$ cat src/rtl/oh_debounce_pkg.sv
// Shared types and limits for the oh_debounce input conditioner.
package oh_debounce_pkg;

  localparam int SYNCPIPE_MIN = 2;
  localparam int SYNCPIPE_MAX = 4;

  typedef enum logic {
    IDLE  = 1'b0,
    COUNT = 1'b1
  } state_t;

endpackage

$ cat src/rtl/oh_debounce_bit.sv
// One debounced bit: synchronizer, stability counter and out/rise/fall registers.
//   state | meaning
//   IDLE  | synchronized input matches out, counter at 0
//   COUNT | mismatch seen, counting stable cycles toward cfg_count
module oh_debounce_bit
  import oh_debounce_pkg::*;
#(
  parameter int SYNCPIPE = 2,
  parameter int CW       = 8
) (
  input  logic          clk,
  input  logic          nreset,
  input  logic          en,
  input  logic [CW-1:0] cfg_count,
  input  logic          in,
  output logic          sync,
  output logic          out,
  output logic          rise,
  output logic          fall
);

  generate
    if (SYNCPIPE < SYNCPIPE_MIN || SYNCPIPE > SYNCPIPE_MAX) begin : g_bad_syncpipe
      $error("oh_debounce_bit: SYNCPIPE must be within 2..4");
    end
  endgenerate

  state_t        state, state_next;
  logic [CW-1:0] cnt, cnt_next;
  logic          out_next, rise_next, fall_next;

  oh_dsync #(.N(SYNCPIPE)) u_sync (
    .clk    (clk),
    .nreset (nreset),
    .din    (in),
    .dout   (sync)
  );

  // The IDLE edge that first sees a mismatch already counts, so cfg_count=0
  // commits on that same edge; >= lets a lowered cfg_count finish immediately.
  always_comb begin
    state_next = state;
    cnt_next   = cnt;
    out_next   = out;
    rise_next  = 1'b0;
    fall_next  = 1'b0;
    if (!en || sync == out) begin
      state_next = IDLE;
      cnt_next   = '0;
    end else if (cnt >= cfg_count) begin
      state_next = IDLE;
      cnt_next   = '0;
      out_next   = sync;
      rise_next  = sync;
      fall_next  = ~sync;
    end else begin
      state_next = COUNT;
      cnt_next   = cnt + 1'b1;
    end
  end

  always_ff @(posedge clk or negedge nreset) begin
    if (!nreset) begin
      state <= IDLE;
      cnt   <= '0;
      out   <= 1'b0;
      rise  <= 1'b0;
      fall  <= 1'b0;
    end else begin
      state <= state_next;
      cnt   <= cnt_next;
      out   <= out_next;
      rise  <= rise_next;
      fall  <= fall_next;
    end
  end

endmodule

$ cat src/rtl/oh_dsync.sv
// Plain N-flop level synchronizer with asynchronous active-low clear.
module oh_dsync #(
  parameter int N = 2
) (
  input  logic clk,
  input  logic nreset,
  input  logic din,
  output logic dout
);

  logic [N-1:0] pipe;

  always_ff @(posedge clk or negedge nreset) begin
    if (!nreset) pipe <= '0;
    else         pipe <= {pipe[N-2:0], din};
  end

  assign dout = pipe[N-1];

endmodule

$ cat src/rtl/oh_debounce.sv
// Parallel per-bit debouncer: DW independent filters sharing cfg_count and en.
module oh_debounce
  import oh_debounce_pkg::*;
#(
  parameter int DW       = 1,
  parameter int SYNCPIPE = 2,
  parameter int CW       = 8
) (
  input  logic          clk,
  input  logic          nreset,
  input  logic          en,
  input  logic [CW-1:0] cfg_count,
  input  logic [DW-1:0] in,
  output logic [DW-1:0] out,
  output logic [DW-1:0] rise,
  output logic [DW-1:0] fall,
  output logic          busy
);

  logic [DW-1:0] sync;

  for (genvar i = 0; i < DW; i++) begin : g_bit
    oh_debounce_bit #(
      .SYNCPIPE (SYNCPIPE),
      .CW       (CW)
    ) u_bit (
      .clk       (clk),
      .nreset    (nreset),
      .en        (en),
      .cfg_count (cfg_count),
      .in        (in[i]),
      .sync      (sync[i]),
      .out       (out[i]),
      .rise      (rise[i]),
      .fall      (fall[i])
    );
  end

  assign busy = |((sync ^ out) & {DW{en}});

endmodule

$ cat config.mk
export PLATFORM = sky130hd
export DESIGN_NAME = oh_debounce
export DESIGN_NICKNAME = d
export VERILOG_FILES = /design/src/rtl/oh_debounce_pkg.sv /design/src/rtl/oh_debounce_bit.sv /design/src/rtl/oh_dsync.sv /design/src/rtl/oh_debounce.sv
export SDC_FILE = /design/constraint.sdc
export NUM_CORES = 1
export LEC_CHECK = 0
export BUFFER_PORTS_ARGS = -buffer_cell sky130_fd_sc_hd__buf_4
export CORE_MARGIN = 4
export CORE_UTILIZATION = 55
export DETAILED_ROUTE_END_ITERATION = 10
export PLACE_DENSITY_LB_ADDON = 0.08
export RECOVER_POWER = 50
export SYNTH_ARGS = -nofsm -noshare
export SYNTH_HDL_FRONTEND = slang
export SYNTH_SLANG_ARGS = --single-unit
$ cat constraint.sdc
create_clock -name clk -period 3.6 [get_ports clk]
set_input_delay 0.72 -clock clk [delete_from_list [all_inputs] [get_ports clk]]
set_output_delay 0.72 -clock clk [all_outputs]
set_load 0.01 [all_outputs]
==> flow_metrics.env, run 1 <==
export IMPL_totalWireLength_mm=1.24
export IMPL_netlist_area_um2=769
export IMPL_grt_pass1_wl_mm=2.15
export IMPL_ys_ff_latch=13
export IMPL_antenna_left=0
export IMPL_critPathMaxFanout=8
export IMPL_nets=109
export IMPL_hpwl_um=994
export IMPL_slew_limit_headroom_pct=55.9
export IMPL_power_switching_mw=0.0608
export IMPL_p_leak_nw=0.473
export IMPL_yosysTopAreaCellShare_pct=42.3
export IMPL_syn_avg_cell_area_um2=11.2
export IMPL_slew_violations=0
export IMPL_cts_inserted_buffers=3
export IMPL_overflow=0
export IMPL_clkSinkCount=13
export IMPL_antenna_found_initial=0
export IMPL_crit_chain="buf_4 > ha_1 > nand2b_4 > a2111oi_4 > nor3_1 > or4b_4 > nor2_2"
export IMPL_arrival_ps=2430
export IMPL_start_util_pct=58.4
export IMPL_yosys_top_cells_area="dfrtp_1 (42%), ha_1 (15%), xor2_1 (6.8%)"
export IMPL_dieWidth_um=45.4
export IMPL_diodes=0
export IMPL_ir_drop_mv=0.217
export IMPL_drtIter0Drc=6
export IMPL_hold_buffers=0
export IMPL_core_um2=1320
export IMPL_worst_pin_slew_ps=661
export IMPL_cts_max_level=1
export IMPL_finalCritPeriodShare_pct=61.8
export IMPL_tritoncts="yes"
export IMPL_clock_path_buffers=2
export IMPL_fin_skew_ps=3.87
export IMPL_hold_path_depth=0
export IMPL_cts_resized=0
export IMPL_place_congestion=0.749
export IMPL_worst_setup_path_type="in -> reg"
export IMPL_worstSetupEndpointType="flip-flop"
export IMPL_start_kind="input port"
export IMPL_synth_cells=69
export IMPL_power_total_mw=0.272
export IMPL_rows=13
export IMPL_vias=536
export IMPL_fin_tns_setup_ps=0
export IMPL_clk_latency_ps=260
export IMPL_yosysWarningCount=0
export IMPL_max_freq_ghz=0.450
export IMPL_die_h_um=45.4
export IMPL_ioPinCount=16
export IMPL_synth_top_area_cell="dfrtp_1"
export IMPL_final_cells=102
export IMPL_setup_viol=0
export IMPL_p_int_mw=0.211
export IMPL_sw_frac_of_total_pct=22.4
export IMPL_grtUsageTotal_pct=14.8
export IMPL_clk_pin_slew_ps=70
export IMPL_pwr_share_comb_pct=12.9
export IMPL_seqPwrFrac_pct=55.8
export IMPL_rr_worst_depth=7
export IMPL_slowest_delay_ps=620
export IMPL_vias_per_cell=5.25
export IMPL_p_clk_share_pct=31.3
export IMPL_grt_max_degree=14
export IMPL_critPathSlowestCell="or4b_4"
export IMPL_layout_drive_gt1_share_pct=32.2
export IMPL_power_per_cell_area_nw_per_um2=298
export IMPL_area_growth_pct=18.5
export IMPL_ys_types=23
export IMPL_status="complete, no violations"
export IMPL_critPathRequiredTime_ps=3800
export IMPL_root_buffer="clkbuf_4"
export IMPL_worstHoldPathType="reg -> reg"
export IMPL_drt_pass1_iter_count=4
export IMPL_fin_crit_ps=2220
export IMPL_place_inst=98
export IMPL_die_area_um2=2060
export IMPL_grt_pass1_vias=498
export IMPL_hold_viol_final=0
export IMPL_detail_route_wl_per_cell_um=12.1
export IMPL_ys_seq_area_share_pct=42.3
export IMPL_drv_cap=0
export IMPL_rsz0062_at_grt="no"
export IMPL_drc=0
export IMPL_portBuffers=15
export IMPL_synth_nets=90
export IMPL_cts_setup_buffers=0
[synthesized netlist by cell type, drive strengths merged]
master / number
buf: 1
nand2b: 1
inv: 9
and3: 2
nor2b: 1
nor3: 1
nor2: 10
dfrtp: 13
ha: 9
a2111oi: 1
nand3: 5
xor2: 6
o21ai: 1
a211oi: 1
or4b: 1
and2: 2
xnor2: 1
nand4: 1
o21a: 1
o31a: 1
mux2: 1
[per-stage QoR]
stage          worst slack [ps]  util, %  hold WS, ps  area, µm²
2_1_floorplan              1240        -          331        769
4_1_cts                    1360     69.5          279        916
3_5_place_dp               1090     67.5          339        890
6_report                   1380     69.2          352        912
5_1_grt                    1260     69.2          370        912
3_3_place_gp               1100     67.5          333        890
[registers in the layout (all words and copies together) (netlist names)]
register,flops
g_bit.u_bit.u_sync.pipe,2
g_bit.u_bit.out,1
g_bit.u_bit.cnt,8
g_bit.u_bit.fall,1
g_bit.u_bit.rise,1
[power groups by stage]
stage | clock network, mW | registers [mW] | logic (mW)
finish | 0.0851 | 0.152 | 0.0351
floorplan | 0 | 0.154 | 0.0213
detailed placement | 0 | 0.155 | 0.0364
global placement | 0 | 0.155 | 0.0354
CTS | 0.0880 | 0.152 | 0.0366
global route | 0.0938 | 0.152 | 0.0396
[cell usage in the layout, fill, tap and decap left out, types with 2 or more instances in the layout]
cell / instances
and3_1: 2
nor2_2: 7
ha_1: 9
and2_1: 2
nand3_1: 5
inv_1: 9
buf_4: 13
clkbuf_4: 4
clkbuf_1: 2
dfrtp_1: 13
nor2_1: 2
xor2_1: 6
[final timing paths]
check                                                endpoint                     startpoint  slack (ps)
worst min-delay path            g_bit[0].u_bit.u_sync.pipe[1]  g_bit[0].u_bit.u_sync.pipe[0]         350
min in group asynchronous               g_bit[0].u_bit.cnt[6]                         nreset         450
max in group asynchronous       g_bit[0].u_bit.u_sync.pipe[1]                         nreset        2720
worst max register to register          g_bit[0].u_bit.cnt[5]          g_bit[0].u_bit.cnt[0]        1400
worst max-delay path                    g_bit[0].u_bit.cnt[5]                   cfg_count[0]        1380
worst min register to register  g_bit[0].u_bit.u_sync.pipe[1]  g_bit[0].u_bit.u_sync.pipe[0]         350
[layer usage]
layer | global-route usage, % | up-vias | wire, µm
li1 | - | 271 | -
met1 | 20.0 | 251 | 567
met2 | 22.0 | 12 | 596
met3 | 3.56 | 2 | 62
met4 | 7.02 | 0 | 10
met5 | 0 | - | 0
[worst max-delay path, delay by kind of cell]
kind                     cells  cell delay (ps)
AND/OR/NAND/NOR              4             1000
buffers and inverters        1              110
AO/OA/AOI/OAI                1              320
adder cells (fa/ha/maj)      1              270
[cells by family (layout without fill, tap and decap cells)]
group	after synthesis	after routing	share of synthesized area, %
flip-flops	13	13	42.3
multiplexers	1	1	1.46
adder cells (fa/ha/maj)	9	9	14.6
XOR/XNOR	7	7	7.97
AO/OA/AOI/OAI	5	5	7.32
buffers and inverters	10	28	5.85
AND/OR/NAND/NOR	24	24	20.5
[final cells by class]
cell class | count | area [µm²]
Timing Repair Buffer | 15 | 109
Sequential cell | 13 | 325
Tap cell | 15 | 18.8
Inverter | 9 | 33.8
Fill cell | 123 | 405
Clock buffer | 4 | 26.3
Multi-Input combinational cell | 46 | 399
No activity file was read; power rests on OpenSTA's default activity.
==> inputs of run 2 (changes only) <==
Settings changed: CORE_UTILIZATION 55 to 52.
Clock period 3.6 ns to 2.12 ns, I/O delays scaled along.
==> run 2 against run 1 <==
Cell count up 2.9%. Largest cell class unchanged. Clock skew is 3.3 ps lower. Die area rose by 4.7%.
==> flow_metrics.env, run 2 (synthesis results as in run 1) <==
export IMPL_rows=13
export IMPL_slew_violations=0
export IMPL_reg_largest_list="g_bit.u_bit.cnt: 8 flops, g_bit.u_bit.u_sync.pipe: 2 flops"
export IMPL_antenna_left=0
export IMPL_grt_pass1_vias=530
export IMPL_cts_inserted_buffers=3
export IMPL_diodes=0
export IMPL_overflow=0
export IMPL_max_freq_ghz=0.480
export IMPL_worstHoldPathType="in -> reg"
export IMPL_worstSetupEndpointType="flip-flop"
export IMPL_drc=0
export IMPL_arrival_ps=2290
export IMPL_final_core_util_pct=70.2
export IMPL_clkSinkCount=13
export IMPL_ir_drop_mv=0.349
export IMPL_layout_commonest_cell="buf_4"
export IMPL_rr_worst_depth=7
export IMPL_drv_cap=0
export IMPL_drtIter0Drc=12
export IMPL_core_um2=1350
export IMPL_multiInputGateArea_um2=409
export IMPL_dieWidth_um=46.5
export IMPL_fin_tns_setup_ps=0
export IMPL_final_cell_mix="buf_4 (15), dfrtp_1 (13), inv_1 (9), ha_1 (9)"
export IMPL_worst_setup_path_type="reg -> reg"
export IMPL_worst_pin_slew_ps=661
export IMPL_clk_latency_ps=270
export IMPL_nets=112
export IMPL_place_congestion=0.794
export IMPL_totalWireLength_mm=1.32
export IMPL_cp_endpoint="g_bit[0].u_bit.cnt[5]"
export IMPL_grtUsageTotal_pct=16.2
export IMPL_grt_max_degree=14
export IMPL_worst_r2r_endpoint="g_bit[0].u_bit.cnt[5]"
export IMPL_n_fill_cell=100
export IMPL_finalCritPeriodShare_pct=98.2
export IMPL_power_total_mw=0.475
export IMPL_detail_route_wl_per_cell_um=12.6
export IMPL_status="complete, no violations"
export IMPL_antenna_found_initial=0
export IMPL_portBuffers=15
export IMPL_rsz0062_at_grt="yes"
export IMPL_hpwl_mm=1.09
export IMPL_fin_crit_ps=2080
export IMPL_seq_area_um2=325
export IMPL_largest_register="g_bit.u_bit.cnt"
export IMPL_p_leak_nw=0.487
export IMPL_layout_drive_gt1_share_pct=34.4
export IMPL_die_h_um=46.5
export IMPL_whs_ps=276
export IMPL_critPathRequiredTime_ps=2330
export IMPL_vias=557
export IMPL_grt_pass1_wl_mm=2.33
export IMPL_reg2reg_from="g_bit[0].u_bit.cnt[0]"
export IMPL_start_util_pct=57.0
export IMPL_cts_max_level=1
export IMPL_power_per_cell_area_nw_per_um2=502
export IMPL_clk_pin_slew_ps=80
export IMPL_fin_skew_ps=0.554
export IMPL_clock_path_buffers=2
export IMPL_setup_viol=0
export IMPL_drt_pass1_iter_count=4
export IMPL_slew_limit_headroom_pct=56.0
export IMPL_reg2reg_slack_ps=40
export IMPL_vias_per_cell=5.30
export IMPL_tritoncts="yes"
export IMPL_die_area_um2=2160
export IMPL_start_kind="flip-flop"
export IMPL_ioPinCount=16
export IMPL_hold_viol_final=0
export IMPL_root_buffer="clkbuf_4"
export IMPL_area_growth_pct=23.1
export IMPL_largest_reg_flops=8
export IMPL_dpl_cell_area_um2=905
export IMPL_startpoint="g_bit[0].u_bit.cnt[0]"
export IMPL_final_area_um2=947
export IMPL_critPathMaxFanout=8
-- run 2: cell count changes in the layout (fill, tap and decap cells not counted) --
| cell | delta |
|---|---|
| buf_4 | +2 |
| nor3_2 | +1 |
| nor2_4 | +1 |
| nor2_2 | -1 |
| dlygate4sd3_1 | +1 |
| nor3_1 | -1 |
-- run 2: metrics by stage --
| stage | std cells | setup slack, ps |
|---|---|---|
| detailed placement | 100 | -145 |
| finish | 105 | 38.2 |
| global route | 105 | -21.5 |
| floorplan | 69 | 39.1 |
| global placement | 100 | -82.7 |
| CTS | 105 | -14.7 |
-- run 2: worst min-delay path by stage --
stage	start	end	cells past startpoint
after CTS	in	g_bit[0].u_bit.u_sync.pipe[0]	1
after detailed placement	nreset	g_bit[0].u_bit.cnt[2]	1
after global routing	in	g_bit[0].u_bit.u_sync.pipe[0]	1
after global placement	nreset	g_bit[0].u_bit.cnt[0]	1
after floorplan	nreset	g_bit[0].u_bit.cnt[0]	0
final	in	g_bit[0].u_bit.u_sync.pipe[0]	1
-- run 2: routing by layer --
layer  up-vias  GRT usage [%]  part of all wire [%]  routed length, µm
li1        275              -                     -                  -
met1       270           19.6                    45                588
met2        10           26.6                    51                667
met3         2           3.52                   4.0                 53
met4         0           8.52                  0.68                  9
met5         -              0                     0                  0
-- run 2: critical path, cell delays in order, from the launching register on --
cell	delay, ps
dfrtp_1	390
inv_1	50
ha_1	260
nand2b_4	150
a2111oi_4	310
nor3_2	90
or4b_4	640
nor2_2	120
-- run 2: cell type report --
| cell class | instances | area share [%] |
|---|---|---|
| clock buffers | 4 | 2.77 |
| inverters | 9 | 3.57 |
| well taps | 15 | 1.98 |
| repair buffers | 18 | 14.1 |
| flip-flops and latches | 13 | 34.3 |
| multi-input cells | 46 | 43.2 |
-- run 2: power by group --
group | leakage [nW] | internal, mW | switching (mW)
clock network | 0.0150 | 0.0728 | 0.0788
logic | 0.296 | 0.0372 | 0.0307
registers | 0.176 | 0.252 | 0.00356
total | 0.487 | 0.362 | 0.113
-- run 2: timing repair --
item                                    CTS  global route
setup buffers                             0             0
gates resized for setup                   2             0
hold buffers                              1             0
endpoints found under the setup margin    7             8
endpoints found under the hold margin    13             0
pin swaps                                 9             4
==> inputs of run 3 (changes only) <==
Settings changed: CORE_MARGIN 4 to 10, CTS_BUF_LIST from default to sky130_fd_sc_hd__clkbuf_4 sky130_fd_sc_hd__clkbuf_8 sky130_fd_sc_hd__clkbuf_16, SYNTH_HIERARCHICAL from default to 1.
==> run 3 against run 2 <==
Worst setup slack gained 57 ps. Cell count grew 1.9%. Sequential power is essentially flat. Total power grew 2.2%. Clock power grew 5%. Routed wire length grew 11%. Core utilization grew 0.74 points. Largest power group unchanged. Highest routed layer is now met3.
==> flow_metrics.env, run 3 <==
export IMPL_status="complete, no violations"
export IMPL_worstHoldPathType="in -> reg"
export IMPL_seq_area_um2=327
export IMPL_synth_area_mux_share_pct=1.46
export IMPL_rows=13
export IMPL_wl_met3_um=90
export IMPL_crit_buf_inv=1
export IMPL_yosysWarningCount=6
export IMPL_ioPinCount=16
export IMPL_syn_avg_cell_area_um2=10.9
export IMPL_dieWidth_um=58.5
export IMPL_max_freq_ghz=0.494
export IMPL_core_um2=1350
export IMPL_power_total_mw=0.486
export IMPL_final_cell_mix="buf_4 (14), dfrtp_1 (12), inv_1 (9), ha_1 (9), nor2_2 (8)"
export IMPL_rsz0062_at_grt="no"
export IMPL_yosys_top_cells_area="dfrtp_1 (42%), ha_1 (15%), xor2_1 (7.9%)"
export IMPL_synth_compound_area_share_pct=7.46
export IMPL_reg_largest_list="g_bit.u_bit/cnt: 8 flops, g_bit.u_bit/u_sync/pipe: 2 flops"
export IMPL_synth_cells=71
export IMPL_pre_cts_slack_ps=-114
export IMPL_cts_setup_buffers=0
export IMPL_synth_xor_area_share_pct=9.08
export IMPL_fin_crit_ps=2020
export IMPL_totalWireLength_mm=1.47
export IMPL_finalCritPeriodShare_pct=95.5
export IMPL_largest_register="g_bit.u_bit/cnt"
export IMPL_slowest_delay_ps=480
export IMPL_die_area_um2=3430
export IMPL_overflow=0
export IMPL_antenna_found_initial=0
export IMPL_start_util_pct=57.2
export IMPL_n_fill_cell=110
export IMPL_ys_seq_area_share_pct=42.1
export IMPL_grt_max_degree=14
export IMPL_power_per_cell_area_nw_per_um2=508
export IMPL_root_buffer="clkbuf_4"
export IMPL_ys_ff_latch=13
export IMPL_synth_top_area_cell="dfrtp_1"
export IMPL_ys_types=23
export IMPL_vias=544
export IMPL_worst_slack_ps=95.0
export IMPL_drv_cap=0
export IMPL_cts_inserted_buffers=3
export IMPL_grt_pass1_wl_mm=2.58
export IMPL_ir_drop_mv=0.460
export IMPL_diodes=0
export IMPL_synth_common_cells="dfrtp_1 (13), ha_1 (9), inv_1 (9)"
export IMPL_synth_adder_area_share_pct=14.6
export IMPL_start_kind="flip-flop"
export IMPL_drtIter0Drc=3
export IMPL_setup_viol=0
export IMPL_grt_pass1_vias=587
export IMPL_startpoint="g_bit[0].u_bit/cnt[1]"
export IMPL_hold_viol_final=0
export IMPL_whs_ps=283
export IMPL_yosysMostFrequentCell="dfrtp_1"
export IMPL_synth_edf_count=0
export IMPL_slew_limit_headroom_pct=54.3
export IMPL_multiInputGateArea_um2=410
export IMPL_yosysTopAreaCellShare_pct=42.1
export IMPL_portBuffers=15
export IMPL_synth_main_ff_cell="dfrtp_1"
export IMPL_netlist_area_um2=772
export IMPL_crit_chain="ha_1 > a2111oi_4 > nor3_2 > or4_4 > buf_6 > nor2_2"
export IMPL_tritoncts="yes"
export IMPL_largest_reg_flops=8
export IMPL_wl_met2_um=753
export IMPL_clkSinkCount=13
export IMPL_clk_latency_ps=270
export IMPL_fin_skew_ps=0.893
export IMPL_reg2reg_from="g_bit[0].u_bit/cnt[1]"
export IMPL_hpwl_mm=1.20
export IMPL_min_delay_start="in"
export IMPL_place_congestion=0.796
export IMPL_clk_pin_slew_ps=70
export IMPL_antenna_left=0
export IMPL_cts_max_level=1
export IMPL_grtUsageTotal_pct=9.68
export IMPL_worst_pin_slew_ps=685
export IMPL_critPathMaxFanout=8
export IMPL_routedLengthMet1_um=626
export IMPL_vias_per_cell=5.08
export IMPL_detail_route_wl_per_cell_um=13.7
export IMPL_layout_drive_gt1_share_pct=37.0
export IMPL_worst_setup_path_type="reg -> reg"
export IMPL_p_leak_nw=0.505
export IMPL_critPathRequiredTime_ps=2320
export IMPL_drc=0
export IMPL_area_growth_pct=24.0
export IMPL_worstSetupEndpointType="flip-flop"
export IMPL_drt_pass1_iter_count=2
export IMPL_crit_family="simple AND/OR/NAND/NOR gates"
export IMPL_critPathSlowestCell="or4_4"
export IMPL_slew_violations=0
export IMPL_synth_top_family_by_area="simple AND/OR/NAND/NOR gates"
export IMPL_clock_path_buffers=2
export IMPL_layout_commonest_cell="buf_4"
export IMPL_synth_nets=92
export IMPL_synthArstFlopShare_pct=100
export IMPL_die_h_um=58.5
export IMPL_yosys_area_share_simple_pct=19.4
export IMPL_reg2reg_slack_ps=100
export IMPL_nets=114
export IMPL_arrival_ps=2230
export IMPL_highest_layer="met3"
run 3: cell count changes in the layout (fill, tap and decap cells not counted), sizes merged:
cell / before / now
nand2: 0 / 1
o31a: 1 / 0
or4b: 1 / 0
xor2: 6 / 7
o311a: 0 / 1
or4: 0 / 1
run 3: cells by family after synthesis:
kind of cell | Yosys count
adder cells (fa/ha/maj) | 9
multiplexers | 1
XOR/XNOR | 8
flip-flops | 13
AO/OA/AOI/OAI | 5
AND/OR/NAND/NOR | 25
buffers and inverters | 10
run 3: stage by stage:
stage          cells  TNS, ps  utilization [%]  area, µm²
6_report         107        0             70.9        957
5_1_grt          107        0             70.9        957
4_1_cts          107        0             70.2        947
3_5_place_dp     102     -844             67.2        907
3_3_place_gp     102     -544             67.2        907
2_1_floorplan     71        0                -        772
run 3: where the power goes:
part | internal [mW] | switching [mW]
logic | 0.0391 | 0.0308
registers | 0.252 | 0.00443
clock network | 0.0855 | 0.0735
total | 0.377 | 0.109
run 3: repair_timing:
action / 4_1_cts / 5_1_grt
hold buffers: 1 / 0
hold endpoints to repair: 13 / 0
resized for setup: 0 / 4
setup endpoints to repair: 0 / 8
run 3: final cells by class:
class	count	area share (%)
Clock buffer	4	3.14
Sequential cell	13	34.1
Tap cell	15	1.96
Inverter	9	3.53
Multi-Input combinational cell	48	42.9
Timing Repair Buffer	18	14.4
run 3: worst reg2reg max path: cells and delay by family, from the launching register on:
family | cells | cell delay (ps)
fa+ha+maj | 1 | 320
simple gates | 3 | 660
flops | 1 | 450
buf+inv | 1 | 160
compound gates | 1 | 360
run 3: path summary, 6_finish.rpt:
path | to | depth (start not counted)
worst max-delay path | g_bit[0].u_bit/cnt[2] | 6
worst min-delay path | g_bit[0].u_bit/u_sync/pipe[0] | 1
worst max register to register | g_bit[0].u_bit/cnt[2] | 6
worst min register to register | g_bit[0].u_bit/u_sync/pipe[1] | 0
max in group asynchronous | g_bit[0].u_bit/cnt[1] | 2
min in group asynchronous | g_bit[0].u_bit/cnt[3] | 2
run 3: layer usage:
layer	track usage (%)	vias up
li1	-	278
met1	10.0	257
met2	16.5	9
met3	3.65	0
met4	5.03	0
met5	0	-
